**config.mk**
```make
export PLATFORM = sky130hd
export DESIGN_NAME = rank_order_spike_scheduler
export DESIGN_NICKNAME = d
export VERILOG_FILES = /design/src/rtl/rank_order_spike_scheduler.sv
export SDC_FILE = /design/constraint.sdc
export NUM_CORES = 1
export LEC_CHECK = 0
export CORE_MARGIN = 2
export CORE_UTILIZATION = 50
export DETAILED_ROUTE_END_ITERATION = 16
export GPL_TIMING_DRIVEN = 0
export PLACE_DENSITY = 0.89
export SYNTH_ARGS = -nofsm -noshare
export SYNTH_HDL_FRONTEND = slang
export SYNTH_SLANG_ARGS = --single-unit
```
**constraint.sdc**
```tcl
create_clock -name CLK -period 2.8 [get_ports CLK]
set_input_delay 0.28 -clock CLK [delete_from_list [all_inputs] [get_ports CLK]]
set_output_delay 0.28 -clock CLK [all_outputs]
set_load 0.01 [all_outputs]
```
**src/rtl/rank_order_spike_scheduler.sv**
```systemverilog
// Sequences the pixel sorter and streams its first K sorted indexes as rank-order spikes.
// Optional sorter watchdog under `ifdef SORTER_TIMEOUT_EN (raises sticky sort_err).
//   state     | meaning
//   IDLE      | img_ready high, waiting for an image
//   START     | one-cycle sort_start pulse
//   WAIT_SORT | waiting for sort_done, capturing sorted_in on it
//   STREAM    | emitting buf[cnt] as spikes until rank K-1 is accepted
module rank_order_spike_scheduler #(
  parameter int IMAGE_SIZE     = 5,
  parameter int INDEX_BITS     = (IMAGE_SIZE > 1) ? $clog2(IMAGE_SIZE) : 1,
  parameter int MAX_SPIKES     = IMAGE_SIZE,
  parameter int TIMEOUT_CYCLES = 1024
) (
  input  logic                             CLK,
  input  logic                             RST,
  input  logic                             img_valid,
  output logic                             img_ready,
  output logic                             sort_start,
  input  logic                             sort_done,
  input  logic [IMAGE_SIZE*INDEX_BITS-1:0] sorted_in,
  output logic                             spike_valid,
  input  logic                             spike_ready,
  output logic [INDEX_BITS-1:0]            spike_addr,
  output logic [INDEX_BITS:0]              spike_rank,
  output logic                             spike_last,
  output logic                             busy,
  output logic                             sort_err
);

  localparam int K = (MAX_SPIKES > IMAGE_SIZE) ? IMAGE_SIZE : MAX_SPIKES;
  localparam logic [INDEX_BITS:0] LAST_RANK = (INDEX_BITS+1)'(K - 1);

  if (MAX_SPIKES < 1 || TIMEOUT_CYCLES < 1) begin : g_param_check
    $error("rank_order_spike_scheduler: MAX_SPIKES and TIMEOUT_CYCLES must be >= 1");
  end

  typedef enum logic [1:0] {
    IDLE      = 2'd0,
    START     = 2'd1,
    WAIT_SORT = 2'd2,
    STREAM    = 2'd3
  } state_t;

  state_t                state_q, state_d;
  logic [INDEX_BITS:0]   cnt_q, cnt_d;
  logic [INDEX_BITS-1:0] buf_q [IMAGE_SIZE];
  logic [INDEX_BITS-1:0] buf_d [IMAGE_SIZE];

`ifdef SORTER_TIMEOUT_EN
  localparam int TMO_W = (TIMEOUT_CYCLES > 1) ? $clog2(TIMEOUT_CYCLES) : 1;
  localparam logic [TMO_W-1:0] TMO_LOAD = TMO_W'(TIMEOUT_CYCLES - 1);
  logic [TMO_W-1:0] tmo_q, tmo_d;
  logic             err_q, err_d;
`endif

  always_comb begin
    state_d = state_q;
    cnt_d   = cnt_q;
    buf_d   = buf_q;
`ifdef SORTER_TIMEOUT_EN
    tmo_d   = tmo_q;
    err_d   = err_q;
`endif
    case (state_q)
      IDLE: begin
        if (img_valid) state_d = START;
      end
      START: begin
        state_d = WAIT_SORT;
`ifdef SORTER_TIMEOUT_EN
        tmo_d   = TMO_LOAD;
`endif
      end
      WAIT_SORT: begin
        if (sort_done) begin
          for (int i = 0; i < IMAGE_SIZE; i++) begin
            buf_d[i] = sorted_in[i*INDEX_BITS +: INDEX_BITS];
          end
          cnt_d   = '0;
          state_d = STREAM;
        end
`ifdef SORTER_TIMEOUT_EN
        // Down-counter reaching zero marks the last allowed WAIT_SORT cycle.
        else if (tmo_q == '0) begin
          err_d   = 1'b1;
          state_d = IDLE;
        end else begin
          tmo_d = tmo_q - 1'b1;
        end
`endif
      end
      STREAM: begin
        if (spike_ready) begin
          if (cnt_q == LAST_RANK) begin
            cnt_d   = '0;
            state_d = IDLE;
          end else begin
            cnt_d = cnt_q + 1'b1;
          end
        end
      end
      default: state_d = IDLE;
    endcase
  end

  always_ff @(posedge CLK or posedge RST) begin
    if (RST) begin
      state_q <= IDLE;
      cnt_q   <= '0;
      for (int i = 0; i < IMAGE_SIZE; i++) buf_q[i] <= '0;
    end else begin
      state_q <= state_d;
      cnt_q   <= cnt_d;
      buf_q   <= buf_d;
    end
  end

`ifdef SORTER_TIMEOUT_EN
  always_ff @(posedge CLK or posedge RST) begin
    if (RST) begin
      tmo_q <= '0;
      err_q <= 1'b0;
    end else begin
      tmo_q <= tmo_d;
      err_q <= err_d;
    end
  end
  assign sort_err = err_q;
`else
  assign sort_err = 1'b0;
`endif

  always_comb begin
    spike_addr = '0;
    for (int i = 0; i < IMAGE_SIZE; i++) begin
      if (cnt_q == (INDEX_BITS+1)'(i)) spike_addr = buf_q[i];
    end
  end

  assign img_ready   = (state_q == IDLE);
  assign busy        = (state_q != IDLE);
  assign sort_start  = (state_q == START);
  assign spike_valid = (state_q == STREAM);
  assign spike_rank  = cnt_q;
  assign spike_last  = (state_q == STREAM) && (cnt_q == LAST_RANK);

endmodule
```
# [Word level (Yosys, flattened, before mapping)]
# Cells that the tools add are included.
[op_classes] addsub=1 eq_ne=11 reduce_logical=8 muxes=14
[ops] cell="$mux W3" count=5
[ops] cell="$mux W4" count=3
[ops] cell="$eq A4 B2 Y1 const B" count=2
[ops] cell="$mux W2" count=4
[ops] cell="$pmux W2 S4" count=1
[ops] cell="$pmux W4 S2" count=1
[ops] cell="$add A4 B1 Y4 const B" count=1
[ops] cell="$eq A2 B2 Y1 const B" count=2
[ops] cell="$eq A4 B1 Y1 const B" count=1
[ops] cell="$eq A4 B3 Y1 const B" count=1
[ops] cell="$logic_not A4 Y1" count=1
[ops] cell="$ne A2 B1 Y1 const B" count=2
[ops] cell="$ne A2 B2 Y1 const B" count=2
[ops] cell="$reduce_and A4 Y1" count=1
[ops] cell="$reduce_bool A2 Y1" count=2
[ops] cell="$reduce_and A3 Y1" count=1
[ops] cell="$eq A2 B1 Y1 const B" count=1
[ops] cell="$logic_not A2 Y1" count=1
[ops] cell="$reduce_and A2 Y1" count=1
[ops] cell="$logic_and A1 B1 Y1" count=1
[word_totals] wordCells=41 input_bits=20 register_bits=21

# [Longest topological paths before layout]
# Gate-level depths: netlist (run 1).
[depth] ltp_word=6 ltp_mapped=5

# [Least setup slack after synthesis (run 1)]
# OpenSTA, ideal clock, no wires.
[synth_path] kind="register to register" start="register cnt_q[0], in the netlist spike_rank[0]" end="register state_q[1]" path_stages_with_launch=6 arrival_time_ns=1.637 synth_period_minus_slack_ns=1.764 required_ns=2.672 setup_ns=0.128 path_slack_ns=1.036 cell_sequence="dfrtp_1 > inv_1 > ha_1 > nand3b_2 > a2111oi_4 > mux2_1"
[synth_via] elab_chain_len=3
[synth_rtl] element="start, declared" line_no="45" rtl="logic [INDEX_BITS:0] cnt_q, cnt_d;"
[synth_rtl] element="start signal, assigned" line_no="113" rtl="cnt_q <= cnt_d;"
[synth_rtl] element="$eq A4 B3 Y1" line_no="94" rtl="if (cnt_q == LAST_RANK) begin"
[synth_rtl] element="$ne A2 B1 Y1 (no line)"
[synth_rtl] element="$reduce_and A4 Y1 (no line)"
[synth_rtl] element="end signal, assigned" line_no="112" rtl="state_q <= state_d;"
[synth_rtl] element="end, declared" line_no="44" rtl="state_t state_q, state_d;"
# Every way passes these cells.
# A chain may end at the register's enable or synchronous reset.

# [Worst setup path in the final report (run 1)]
[layout_path] start="register cnt_q[0], in the netlist spike_rank[0]" end="output spike_addr[2]"
[layout_via] elab_chain_len=6 word_cells_on_any_way=10 classes_between="4 x eq/ne; 5 x mux; 1 x reduce/logical"
[layout_rtl] element="$logic_not A4 Y1" line_no="136" rtl="if (cnt_q == (INDEX_BITS+1)'(i)) spike_addr = buf_q[i];"
[layout_rtl] element="$mux W3 (4 in series)" line_no="136"
[layout_rtl] element="$mux W3 *" line_no="136"
[layout_rtl] element="end, declared" line_no="23" rtl="output logic [INDEX_BITS-1:0] spike_addr,"
# Mark *: on every way between the ends. The rest lies on a longest branch, timed or not.

==> flow_summary.toml, run 1 <==
[clock_tree]
cts_tree = "yes"
cts_num_sinks = 21
clk_latency_ps = 300
cts-resized-gates = 0
numCtsBuffers = 3
clk_pin_slew_ps = 120
root_buffer = "clkbuf_4"
htree_levels = 1
cts_hold_buf = 0
post_cts_buffers = 0
cts_max_path_buffers = 2

[critical_path]
max_stage_delay_ps = 480
crit_required_ps = 2520
crit_path_end_kind = "output pin"
path_max_fanout = 9
r2r-start = "spike_rank[0]"
startpoint_type = "flop"
slowest_stage = "clkdlybuf4s50_1"
crit_chain = "ha_1 -> nor2_1 -> o211ai_1 -> a32o_1 -> clkdlybuf4s50_1"
reg2reg_to = "state_q[1]"
rr_worst_depth = 5
crit_type = "flop to output pin"
arrival_ps = 2160
ff2ff_setup_slack_ps = 930
cp-startpoint = "spike_rank[0]"
crit_path_end = "spike_addr[2]"

[sta]
setup_ws_ps = 358
final.setup.tns_ps = 0
period_share_pct = 87.2
setup_violations = 0
hold_viol = 0
relSlewSlack_pct = 46.0
fin_crit_ps = 2440
worst_slew_pin_slew_ps = 809
rsz0062_at_grt = "no"
fmax_mhz = 410
skew_ps = 1.44
drv_slew = 0

[place]
dpl.hpwl_um = 1940
dp_slack_ps = 679
numPortBuffers = 31
place_inst = 163
gp_congestion = 0.729

[power_and_ir_drop]
vdd.ir_drop.worst_mv = 0.597
intPower_w = 0.00100
total_power_w = 0.00157
seqPwrFrac_pct = 34.4
power.density_nw_per_um2 = 1010
clkPwrFrac_pct = 9.3
comb_power_share_pct = 56.3
swShare_pct = 36.3
power.switching_w = 0.000571
p_leak_nw = 0.656

[detailed_routing]
remaining_drc_errors = 0
finalWirelength_um = 2450
first_pass_iters = 4
vias_per_cell = 5.37
vias = 897
ant_nets = 0
wl_per_cell_um = 14.7
drt_iter0_markers = 13

[cells_and_area]
fin_cells = 167
antenna_cells = 0
final_nets = 168
final_cell_mix = "31 x clkdlybuf4s50_1, 21 x dfrtp_1, 15 x mux2_2"
area_growth_pct = 31.5
drive_above_1_share_pct = 19.4
final_common_cell = "clkdlybuf4s50_1"

[synthesis]
synth_warnings = 0
syn_avg_cell_area_um2 = 11.4
ys_ff_latch = 21
synthCells = 104
syn-num-nets = 132
synth_area_um2 = 1180
ys_types = 31
yosysSeqAreaShare_pct = 44.4

[die]
io_pins = 33
die_w_um = 52.6
fp-row-count = 17
die_y_um = 52.6
initial_core_util_pct = 52.9
die_area_um2 = 2770
fp.coreArea_um2 = 2230

[grt]
antenna_found_initial = 0
grt_pass1_vias = 906
grt-ovfl-total = 0
track_usage_pct = 19.7
grt_pass1_wl_um = 4050
grt_max_degree = 22

[outcome]
status = "complete, no violations"

[hold_path]
hold_class = "input pin to asynchronous set/reset pin"

[run]
cap_violations = 0
==> worst max-delay path, delay by kind of cell, from the launching register on <==
kind | cells | cell delay, ps
buffers and inverters | 1 | 480
adder cells (fa/ha/maj) | 1 | 330
AND/OR/NAND/NOR | 1 | 210
AO/OA/AOI/OAI | 2 | 400
flip-flops | 1 | 440
==> worst min-delay path by stage <==
stage	startpoint	end	cells after the start
6_report	RST	buf_q[14]	2
3_5_place_dp	buf_q[7]	buf_q[7]	1
2_1_floorplan	RST	buf_q[0]	1
3_3_place_gp	buf_q[7]	buf_q[7]	1
5_1_grt	RST	buf_q[13]	2
4_1_cts	RST	buf_q[14]	2
==> power by group through the flow <==
stage	logic [W]	registers (W)	clock network, W
floorplan	0.000589	0.000526	0
global placement	0.000860	0.000538	0
detailed placement	0.000896	0.000549	0
CTS	0.000901	0.000541	0.000153
global route	0.000978	0.000560	0.000161
finish	0.000885	0.000540	0.000146
==> metal layers <==
metal / track usage (%) / up-vias / wire, um
li1: - / 439 / -
met5: 0 / - / 0
met1: 25.1 / 426 / 1040
met2: 34.0 / 30 / 1270
met4: 4.70 / 0 / 11
met3: 4.00 / 2 / 131
==> stage by stage <==
step / utilization [%] / cell area (um^2) / hold WS, ps
after global placement: 68.4 / 1530 / 488
after CTS: 69.6 / 1560 / 448
after floorplan: - / 1180 / 257
final: 69.6 / 1560 / 421
after global routing: 69.6 / 1560 / 491
after detailed placement: 68.4 / 1530 / 496
==> sequential cells by signal, summed over array words and instances (netlist names) <==
name / count
buf_q: 15
state_q: 2
spike_rank: 4
==> kinds of logic (layout without fill, tap and decap cells) <==
| logic type | Yosys count | count (layout) | share of synthesized area [%] |
|---|---|---|---|
| AO/OA/AOI/OAI | 16 | 16 | 12.5 |
| adder cells (fa/ha/maj) | 8 | 8 | 8.47 |
| other | 1 | 1 | 0.317 |
| multiplexers | 17 | 17 | 16.1 |
| AND/OR/NAND/NOR | 31 | 31 | 14.6 |
| buffers and inverters | 10 | 45 | 3.60 |
| flip-flops | 21 | 21 | 44.4 |
==> cell type report <==
| type | count | area [um^2] |
|---|---|---|
| clock buffers | 3 | 22.5 |
| repair buffers | 31 | 310 |
| inverters | 8 | 30.0 |
| clock inverters | 1 | 5.00 |
| plain buffers | 2 | 12.5 |
| well taps | 28 | 35.0 |
| multi-input cells | 73 | 614 |
| flip-flops and latches | 21 | 526 |
| fillers | 171 | 678 |
==> synthesized netlist by cell type <==
master / number / area [um^2]
o32ai_1: 1 / 8.76
nand2_1: 12 / 45.0
inv_2: 1 / 3.75
o22ai_1: 1 / 6.26
nor2b_1: 5 / 31.3
nand3_1: 1 / 5.00
conb_1: 1 / 3.75
nor2b_4: 1 / 13.8
o211ai_2: 1 / 12.5
o211ai_1: 3 / 22.5
a2111oi_0: 1 / 8.76
a2bb2oi_1: 1 / 8.76
mux2_2: 15 / 169
o21ai_0: 3 / 15.0
nand2b_1: 2 / 12.5
mux2i_1: 1 / 10.0
and3b_1: 1 / 8.76
buf_2: 1 / 5.00
or4_4: 1 / 11.3
dfrtp_1: 21 / 526
o31ai_1: 1 / 7.51
mux2_1: 1 / 11.3
nor2_1: 4 / 15.0
a2111oi_4: 1 / 27.5
buf_4: 1 / 7.51
ha_1: 8 / 100
a32o_1: 3 / 30.0
inv_1: 7 / 26.3
nand3b_2: 1 / 11.3
nor3_1: 2 / 10.0
nand4b_1: 1 / 8.76
Power figures use the tool's default switching activity.
==> run 2: changes to the inputs <==
--- a/config.mk
+++ b/config.mk
@@ -6,10 +6,10 @@
 export NUM_CORES = 1
 export LEC_CHECK = 0
 export CORE_MARGIN = 2
-export CORE_UTILIZATION = 50
+export CORE_UTILIZATION = 42
 export DETAILED_ROUTE_END_ITERATION = 16
 export GPL_TIMING_DRIVEN = 0
-export PLACE_DENSITY = 0.89
+export PLACE_DENSITY = 0.8
 export SYNTH_ARGS = -nofsm -noshare
 export SYNTH_HDL_FRONTEND = slang
 export SYNTH_SLANG_ARGS = --single-unit
==> constraint.sdc (replaced) <==
create_clock -name CLK -period 2 [get_ports CLK]
set_input_delay 0.2 -clock CLK [delete_from_list [all_inputs] [get_ports CLK]]
set_output_delay 0.2 -clock CLK [all_outputs]
set_load 0.01 [all_outputs]
==> run 2 against run 1 <==
- power grew 49%
- critical path type unchanged
- largest power group unchanged
- register-to-register slack lost 710 ps
- first-iteration DRC count up 54%
- clock skew rose by 2.9 ps
- sequential share of layout area decreased by 2.0 points
==> flow_summary.toml, run 2 (synthesis gave the netlist of run 1 again) <==
[grt]
grt_pass1_vias = 950
antenna_found_initial = 0
grt_pass1_wl_um = 4380
grt-ovfl-total = 0
grt_max_degree = 22
track_usage_pct = 17.3

[die]
initial_core_util_pct = 43.6
fp-row-count = 19
fp.coreArea_um2 = 2710
die_area_um2 = 3260
io_pins = 33
die_w_um = 57.1
die_y_um = 57.1

[sta]
hold_viol = 0
skew_ps = 4.33
relSlewSlack_pct = 46.5
whs_ps = 332
fmax_mhz = 537
period_share_pct = 93.2
rsz0062_at_grt = "no"
fin_crit_ps = 1860
setup_violations = 0
drv_slew = 0
worst_slew_pin_slew_ps = 802

[detailed_routing]
vias = 947
drt_iter0_markers = 20
finalWirelength_um = 2580
first_pass_iters = 4
remaining_drc_errors = 0
wl_per_cell_um = 14.8
ant_nets = 0
vias_per_cell = 5.41

[critical_path]
crit_path_end_kind = "output pin"
crit_required_ps = 1800
ff2ff_setup_slack_ps = 220
crit_type = "flop to output pin"
max_stage_delay_ps = 480
path_max_fanout = 6
cp-startpoint = "spike_rank[0]"
rr_worst_depth = 5
slowest_stage = "dfrtp_2"
r2r-start = "spike_rank[1]"
reg2reg_to = "state_q[1]"
crit_path_end = "spike_addr[1]"
arrival_ps = 1660
crit_chain = "buf_4 -> ha_4 -> nand2_1 -> o211ai_1 -> a32o_1 -> clkbuf_2"
startpoint_type = "flop"

[clock_tree]
root_buffer = "clkbuf_4"
numCtsBuffers = 3
cts_num_sinks = 21
clk_latency_ps = 300
htree_levels = 1
clk_pin_slew_ps = 120
cts_max_path_buffers = 2
cts_tree = "yes"

[cells_and_area]
final_cell_mix = "27 x clkdlybuf4s50_1, 19 x dfrtp_1, 15 x mux2_2"
final_util_pct = 61.4
largest_register_ffs = 15
seqCellArea_um2 = 528
final_common_cell = "clkdlybuf4s50_1"
regMostFlops = "buf_q"
fin_cells = 175
antenna_cells = 0
fill_cells = 239
multi_input_area_um2 = 678
final_nets = 173
area_growth_pct = 40.6
final_area_um2 = 1660
drive_above_1_share_pct = 31.9

[place]
numPortBuffers = 31
dpl.hpwl_um = 1940
dpl_cell_area_um2 = 1530
gp_congestion = 0.742
place_inst = 166

[run]
cap_violations = 0

[power_and_ir_drop]
total_power_w = 0.00234
p_leak_nw = 0.687
power.density_nw_per_um2 = 1400
vdd.ir_drop.worst_mv = 0.807

[outcome]
status = "complete, no violations"

[hold_path]
hold_class = "input pin to asynchronous set/reset pin"
-- run 2: changes by cell type in the layout (fill, tap and decap cells not counted), moves of 3 or more --
cell and delta:
buf_4 +4, ha_1 -5, clkdlybuf4s50_1 -4, clkbuf_2 +3, ha_4 +4
-- run 2: final cells by class --
cell class | count | area share [%]
Sequential cell | 21 | 31.8
Tap cell | 31 | 2.33
Multi-Input combinational cell | 73 | 40.8
Clock buffer | 4 | 1.58
Buffer | 2 | 0.752
Timing Repair Buffer | 36 | 20.7
Inverter | 8 | 2.11
-- run 2: worst max-delay path: cells and delay by family (launching register included) --
family / cells / cell delay, ps
buffers and inverters: 2 / 300
DFF: 1 / 480
and+or+nand+nor: 1 / 70
adders and majority gates: 1 / 170
AOI/OAI and AO/OA: 2 / 350
-- run 2: timing repair --
item,CTS,global route
pin swaps,1,0
gates cloned,0,0
gates resized for setup,27,4
hold buffers,0,0
endpoints found under the setup margin,4,4
setup buffers,5,0
-- run 2: metrics by stage --
stage / setup TNS, ps / worst slack, ps
final: 0 / 136
after global routing: 0 / 37.0
after CTS: 0 / 31.1
after detailed placement: -121 / -45.4
after global placement: -19.4 / -10.6
after floorplan: 0 / 236
-- run 2: per-layer routing --
layer | global-route usage, % | vias to the layer above | share of wire, %
met3 | 1.59 | 4 | 3.4
met4 | 6.98 | 0 | 1.2
met1 | 20.8 | 470 | 41
li1 | - | 448 | -
met2 | 31.7 | 25 | 54
met5 | 0 | - | 0
-- run 2: worst min-delay path by stage --
| stage | depth (start not counted) | slack (ps) | end | startpoint |
|---|---|---|---|---|
| 3_5_place_dp | 1 | 500 | buf_q[0] | buf_q[0] |
| 3_3_place_gp | 1 | 490 | buf_q[7] | buf_q[7] |
| 6_report | 2 | 330 | buf_q[5] | RST |
| 5_1_grt | 2 | 390 | buf_q[8] | RST |
| 2_1_floorplan | 1 | 180 | buf_q[0] | RST |
| 4_1_cts | 2 | 350 | buf_q[5] | RST |
-- run 2: power breakdown --
| part | switching, W | internal (W) |
|---|---|---|
| clock | 0.000131 | 0.0000778 |
| sequential | 0.000162 | 0.000629 |
| combinational | 0.000585 | 0.000751 |
==> variant 1 (config.mk and constraints of run 2) <==
`IMAGE_SIZE`: 5 -> 4.
--- a/src/rtl/rank_order_spike_scheduler.sv
+++ b/src/rtl/rank_order_spike_scheduler.sv
@@ -8,3 +8,3 @@
 module rank_order_spike_scheduler #(
-  parameter int IMAGE_SIZE     = 5,
+  parameter int IMAGE_SIZE     = 4,
   parameter int INDEX_BITS     = (IMAGE_SIZE > 1) ? $clog2(IMAGE_SIZE) : 1,
Interface: changed (resized sorted_in, spike_addr and spike_rank); port bits go from 33 to 24. No check against the original RTL was run, so the function may have changed too.
==> variant 1 against run 2 <==
- count of clock-buffer cells in the layout is the same
- routed wire length shrank 43%
- area after synthesis shrank 36%
- register-to-register slack gained 70 ps
- critical path depth shrank 1
- sequential cell count shrank 8
- design area shrank 35%
- sequential share of layout area shrank 1.3 points
- largest power group unchanged
- worst setup slack gained 1.0 ps
- non-clock buffer count shrank 12
- global-route usage shrank 2.1 points
- combinational power shrank 35%
- power shrank 35%
==> variant 1: results (changes against run 2) <==
| Metric | Value |
|---|---|
| Post-synthesis sequential area ratio | 0.430 (-0.0140) |
| Layout cell share with drive strength beyond 1 | 0.173 (-0.146) |
| M2 GR Usage | 0.256 (-0.0614) |
| Status | completed |
| Met3 Use GR | 0.0353 (+0.0194) |
| Synth Net Count | 90 (-32%) |
| Worst-Skew Late Latency | 270 ps (-30 ps) |
| Mapped Cells | 69 (-34%) |
| # fillers | 130 (-46%) |
| Leakage | 0.000481 uW (-30%) |
| Share of synthesized registers carrying an async set or reset | 1.00 (unchanged) |
| Via count of the first global-routing pass | 564 (-41%) |
| Worst-path fanout max | 5 (-1) |
| Largest register FFs | 8 (-7) |
| Clk buf depth | 2 (unchanged) |
| Maximum VDD drop | 0.756 mV (-6.3%) |
| Routability cong. | 0.734 (-1.1%) |
| GRT Overall Usage | 0.153 (-0.0207) |
| Avg Vias per Cell | 4.85 (-10%) |
| Area post-placement | 0.00101 mm^2 (-34%) |
| Antenna diode count | 0 (unchanged) |
| Pre-antenna DRT Iters | 4 (unchanged) |
| Placed cell count | 116 (-30%) |
| Commonest cells in the netlist | 13 x dfrtp_1, 10 x inv_1, 9 x mux2_1 |
| Worst path arrival time | 1660 ps (about the same) |
| Synth area leaders | dfrtp_1 43%, mux2_1 13%, ha_1 13% |
| Global-route wire length before repair | 2.26 mm (-48%) |
| Total number of vias | 597 (-37%) |
| Warnings, synthesis | 0 (unchanged) |
| H-tree depth | 1 (unchanged) |
| Met1 Use GR | 0.184 (-0.0242) |
| Largest net degree at the start of global routing | 14 (-36%) |
| Clock Skew | 3.52 ps (-0.805 ps) |
| Hold WC Path Type | input pin to async pin |
| Clock root buffer master | clkbuf_4 |
| # port buffers | 22 (-29%) |
| Drt first-iter violations | 8 (-60%) |
| Netlist cell types | 22 (-29%) |
| Top reg by flops | buf_q |
| Worst-path clk slew | 80 ps (-40 ps) |
| Initial antenna violation count | 0 (unchanged) |
| CTS buffer count | 3 (unchanged) |
| Pre-CTS setup slack | -5.88 ps (+39.5 ps) |
| Post-DP HPWL | 1.19 mm (-39%) |
| Avg WL per Cell | 12.0 um (-18%) |
variant 1: cell count changes after synthesis, moves of 2 or more:
cell	delta
nand2_1	-11
mux2_1	+8
a32o_1	-3
a221oi_1	+2
o22ai_1	+2
mux2_2	-15
nor2b_1	-2
dfrtp_1	-8
o211ai_1	-3
inv_1	+3
variant 1: report_power, final:
group,switching [uW],internal (uW)
registers,89.9,388
clock network,85.0,77.3
logic,413,458
variant 1: per-layer routing:
metal / part of all wire / vias to the layer above
li1: - / 291
met1: 0.44 / 289
met2: 0.51 / 17
met3: 0.043 / 0
met4: 0 / 0
met5: 0 / -
variant 1: path summary, 6_finish.rpt:
path                                           startpoint                         to  cells after the start  slack, ps
worst max-delay path            spike_rank[0]$_DFFE_PP0P_                 spike_last                      5        140
worst min-delay path                                  RST     state_q[1]$_DFFE_PP0P_                      2        230
worst max register to register  spike_rank[0]$_DFFE_PP0P_     state_q[1]$_DFFE_PP0P_                      5        290
worst min register to register       buf_q[2]$_DFFE_PP0P_       buf_q[2]$_DFFE_PP0P_                      1        500
max in group asynchronous                             RST  spike_rank[0]$_DFFE_PP0P_                      2       1420
min in group CLK                     buf_q[2]$_DFFE_PP0P_       buf_q[2]$_DFFE_PP0P_                      1        500
variant 1: worst max-delay path, stage by stage (launching register included):
cell and delay [ps]:
dfrtp_2 400, buf_4 140, ha_1 210, or2b_1 280, nor2_1 90, dlygate4sd2_1 270
variant 1: area by class of cell:
cell class | count | area [um^2] | area share
flip-flops and latches | 13 | 327 | 0.304
plain buffers | 1 | 7.51 | 0.00699
clock buffers | 4 | 26.3 | 0.0245
inverters | 10 | 37.5 | 0.0350
repair buffers | 25 | 231 | 0.216
well taps | 25 | 31.3 | 0.0291
multi-input cells | 45 | 413 | 0.385
variant 1: what timing repair did:
item | in CTS | in global routing
endpoints found under the setup margin | 3 | 2
setup buffers | 3 | 0
resized for setup | 5 | 9
variant 1: kinds of logic (layout without fill, tap and decap cells):
logic type                 after synthesis  count (layout)  synth area share
buffers and inverters                   11              40            0.0596
AOI/OAI and AO/OA                       11              11             0.109
muxes                                   11              11             0.161
adders and majority gates                8               8             0.132
and+or+nand+nor                         14              14             0.103
other                                    1               1           0.00496
DFF                                     13              13             0.430
variant 1: per-stage QoR:
stage,util,TNS (ps),hold slack (ps)
floorplan,-,0,77.0
global placement,0.590,0,469
detailed placement,0.590,-5.88,482
CTS,0.621,0,246
global route,0.629,0,272
finish,0.629,0,230
==> variant 2 (settings of run 2) <==
Made on the original files. The 4 states of `state_t` get a one-hot encoding in 4 bits.
--- a/src/rtl/rank_order_spike_scheduler.sv
+++ b/src/rtl/rank_order_spike_scheduler.sv
@@ -36,7 +36,7 @@
 
-  typedef enum logic [1:0] {
-    IDLE      = 2'd0,
-    START     = 2'd1,
-    WAIT_SORT = 2'd2,
-    STREAM    = 2'd3
+  typedef enum logic [3:0] {
+    IDLE      = 4'b0001,
+    START     = 4'b0010,
+    WAIT_SORT = 4'b0100,
+    STREAM    = 4'b1000
   } state_t;
Formal check against the unedited RTL: same outputs for any inputs over 10 cycles, from zero or initial values and one cycle with RST high; not proved beyond that.
==> variant 2 against run 2 <==
- power up 10%
- clock skew up 3.6 ps
- worst setup slack worse by 50 ps
- design area up 11%
- first-iteration DRC count up 40%
- routed wire length up 14%
- sequential cell count up 2
- area after synthesis up 14%
- synthesized cell count up 16%
- critical path type unchanged
==> variant 2: results (changes against run 2) <==
| Metric | Value |
|---|---|
| Status | completed |
| Mapped Cells | 121 (+16%) |
| Hold_ws | 354 ps (+22.0 ps) |
| Rel. slew slack | 0.435 (-0.0299) |
| Flop2flop setup slack | 370 ps (+150 ps) |
| Initial antenna violation count | 0 (unchanged) |
| Reg2reg path depth | 5 (unchanged) |
| Pre-antenna DRT Iters | 4 (unchanged) |
| Final Non-Filler Cells | 207 (+18%) |
| Post-DP HPWL | 2.05 mm (+5.9%) |
| Avg Vias per Cell | 5.13 (-5.2%) |
| Nets@finish | 188 (+8.7%) |
| Global-route wire length before repair | 4.81 mm (+9.8%) |
| CP delay by family, top | flip-flops |
| Crit Path Class | register to output port |
| Synth area leaders | dfrtp_1 41%, mux2_4 11%, mux2_2 4.2% |
| # port buffers | 31 (unchanged) |
| H-tree depth | 1 (unchanged) |
| Reg2reg start | state_q[1]$_DFFE_PP0P_ |
| Largest net degree at the start of global routing | 24 (+9.1%) |
| Drt first-iter violations | 28 (+40%) |
| Top reg by flops | buf_q |
| Largest register FFs | 15 (unchanged) |
| Worst-Skew Late Latency | 300 ps (about the same) |
| Share of synthesized registers carrying an async set or reset | 1.00 (unchanged) |
| Reg-to-reg critical path endpoint | buf_q[13]$_DFFE_PP0P_ |
| Leakage | 0.000849 uW (+24%) |
| Maximum VDD drop | 0.629 mV (-22%) |
| Hold WC Path Type | input pin to async pin |
| Crit path to | spike_addr[2] |
| CTS buffer count | 3 (unchanged) |
| Post-CTS resize count | 26 (-3.7%) |
| Clock Skew | 7.88 ps (+3.56 ps) |
| Setup Buffers After CTS | 7 (+2) |
| Antenna diode count | 0 (unchanged) |
| Area post-placement | 0.00172 mm^2 (+12%) |
| Avg WL per Cell | 14.3 um (-3.3%) |
| Commonest cells in the netlist | 22 x dfrtp_1, 10 x mux2_4, 10 x nand2_1 |
| Number of synthesized flops with an enable pin | 0 (unchanged) |
| GRT Overall Usage | 0.175 (+0.00168) |
| Netlist cell types | 37 (+19%) |
| Via count of the first global-routing pass | 1,086 (+14%) |
| Worst-path fanout max | 9 (+3) |
| Layout cell share with drive strength beyond 1 | 0.313 (-0.00656) |
| Placed cell count | 196 (+18%) |
| Routability cong. | 0.903 (+22%) |
| Post-synthesis sequential area ratio | 0.427 (-0.0176) |
| Synth Net Count | 145 (+9.8%) |
| Worst-path clk slew | 120 ps (about the same) |
| # fillers | 266 (+11%) |
| Worst path arrival time | 1710 ps (+50 ps) |
| Crit-path max cell delay | 450 ps (-30 ps) |
-- variant 2: cell types whose count changed after synthesis, sizes merged, moves of 2 or more --
| cell | before | now |
|---|---|---|
| buf | 2 | 6 |
| nor3b | 0 | 3 |
| nand3b | 1 | 4 |
| nand4 | 0 | 2 |
| nor3 | 2 | 0 |
| nor4b | 0 | 3 |
| nand2b | 2 | 0 |
| and2 | 0 | 2 |
| o21ai | 3 | 5 |
| a2111oi | 2 | 0 |
| nor2b | 6 | 4 |
| ha | 8 | 4 |
| and3 | 0 | 3 |
-- variant 2: layout make-up --
type,instances,area (um^2),share of cell area
timing repair buffer,39,357,0.193
clock buffer,4,26.3,0.0142
sequential,23,579,0.313
buffer,6,52.6,0.0284
multi-input combinational,83,752,0.406
tap,44,55.1,0.0297
inverter,8,30.0,0.0162
-- variant 2: per-stage QoR --
step                      setup slack (ps)  power (uW)
after floorplan                        449        1720
after global placement               -73.4        2160
after detailed placement             -92.1        2190
after CTS                            -25.0        2560
after global routing                  1.28        2770
final                                 86.8        2580
-- variant 2: per-layer routing --
metal  GRT usage  up-vias  share of wire
met1       0.215      517           0.44
met5           0        -              0
met4      0.0466        0          0.012
met2       0.310       26           0.51
met3      0.0384        4          0.040
li1            -      515              -
-- variant 2: worst reg2reg max path: stages (launching register included) --
cell and delay, ps:
dfrtp_1 380, buf_4 170, nor4b_4 360, nand2_4 130, buf_6 180, mux2_4 300
-- variant 2: report_power, final --
part,total (uW),internal (uW),switching (uW)
sequential,826,673,154
combinational,1540,842,703
clock,206,77.8,128
-- variant 2: logic make-up (layout without fill, tap and decap cells) --
family          after synthesis  after routing  synth area share
mux                          15             15             0.153
compound gates               23             23             0.122
simple gates                 40             40             0.198
fa+ha+maj                     4              4            0.0370
other cells                   1              1           0.00278
flops                        23             23             0.427
buf+inv                      15             57            0.0602
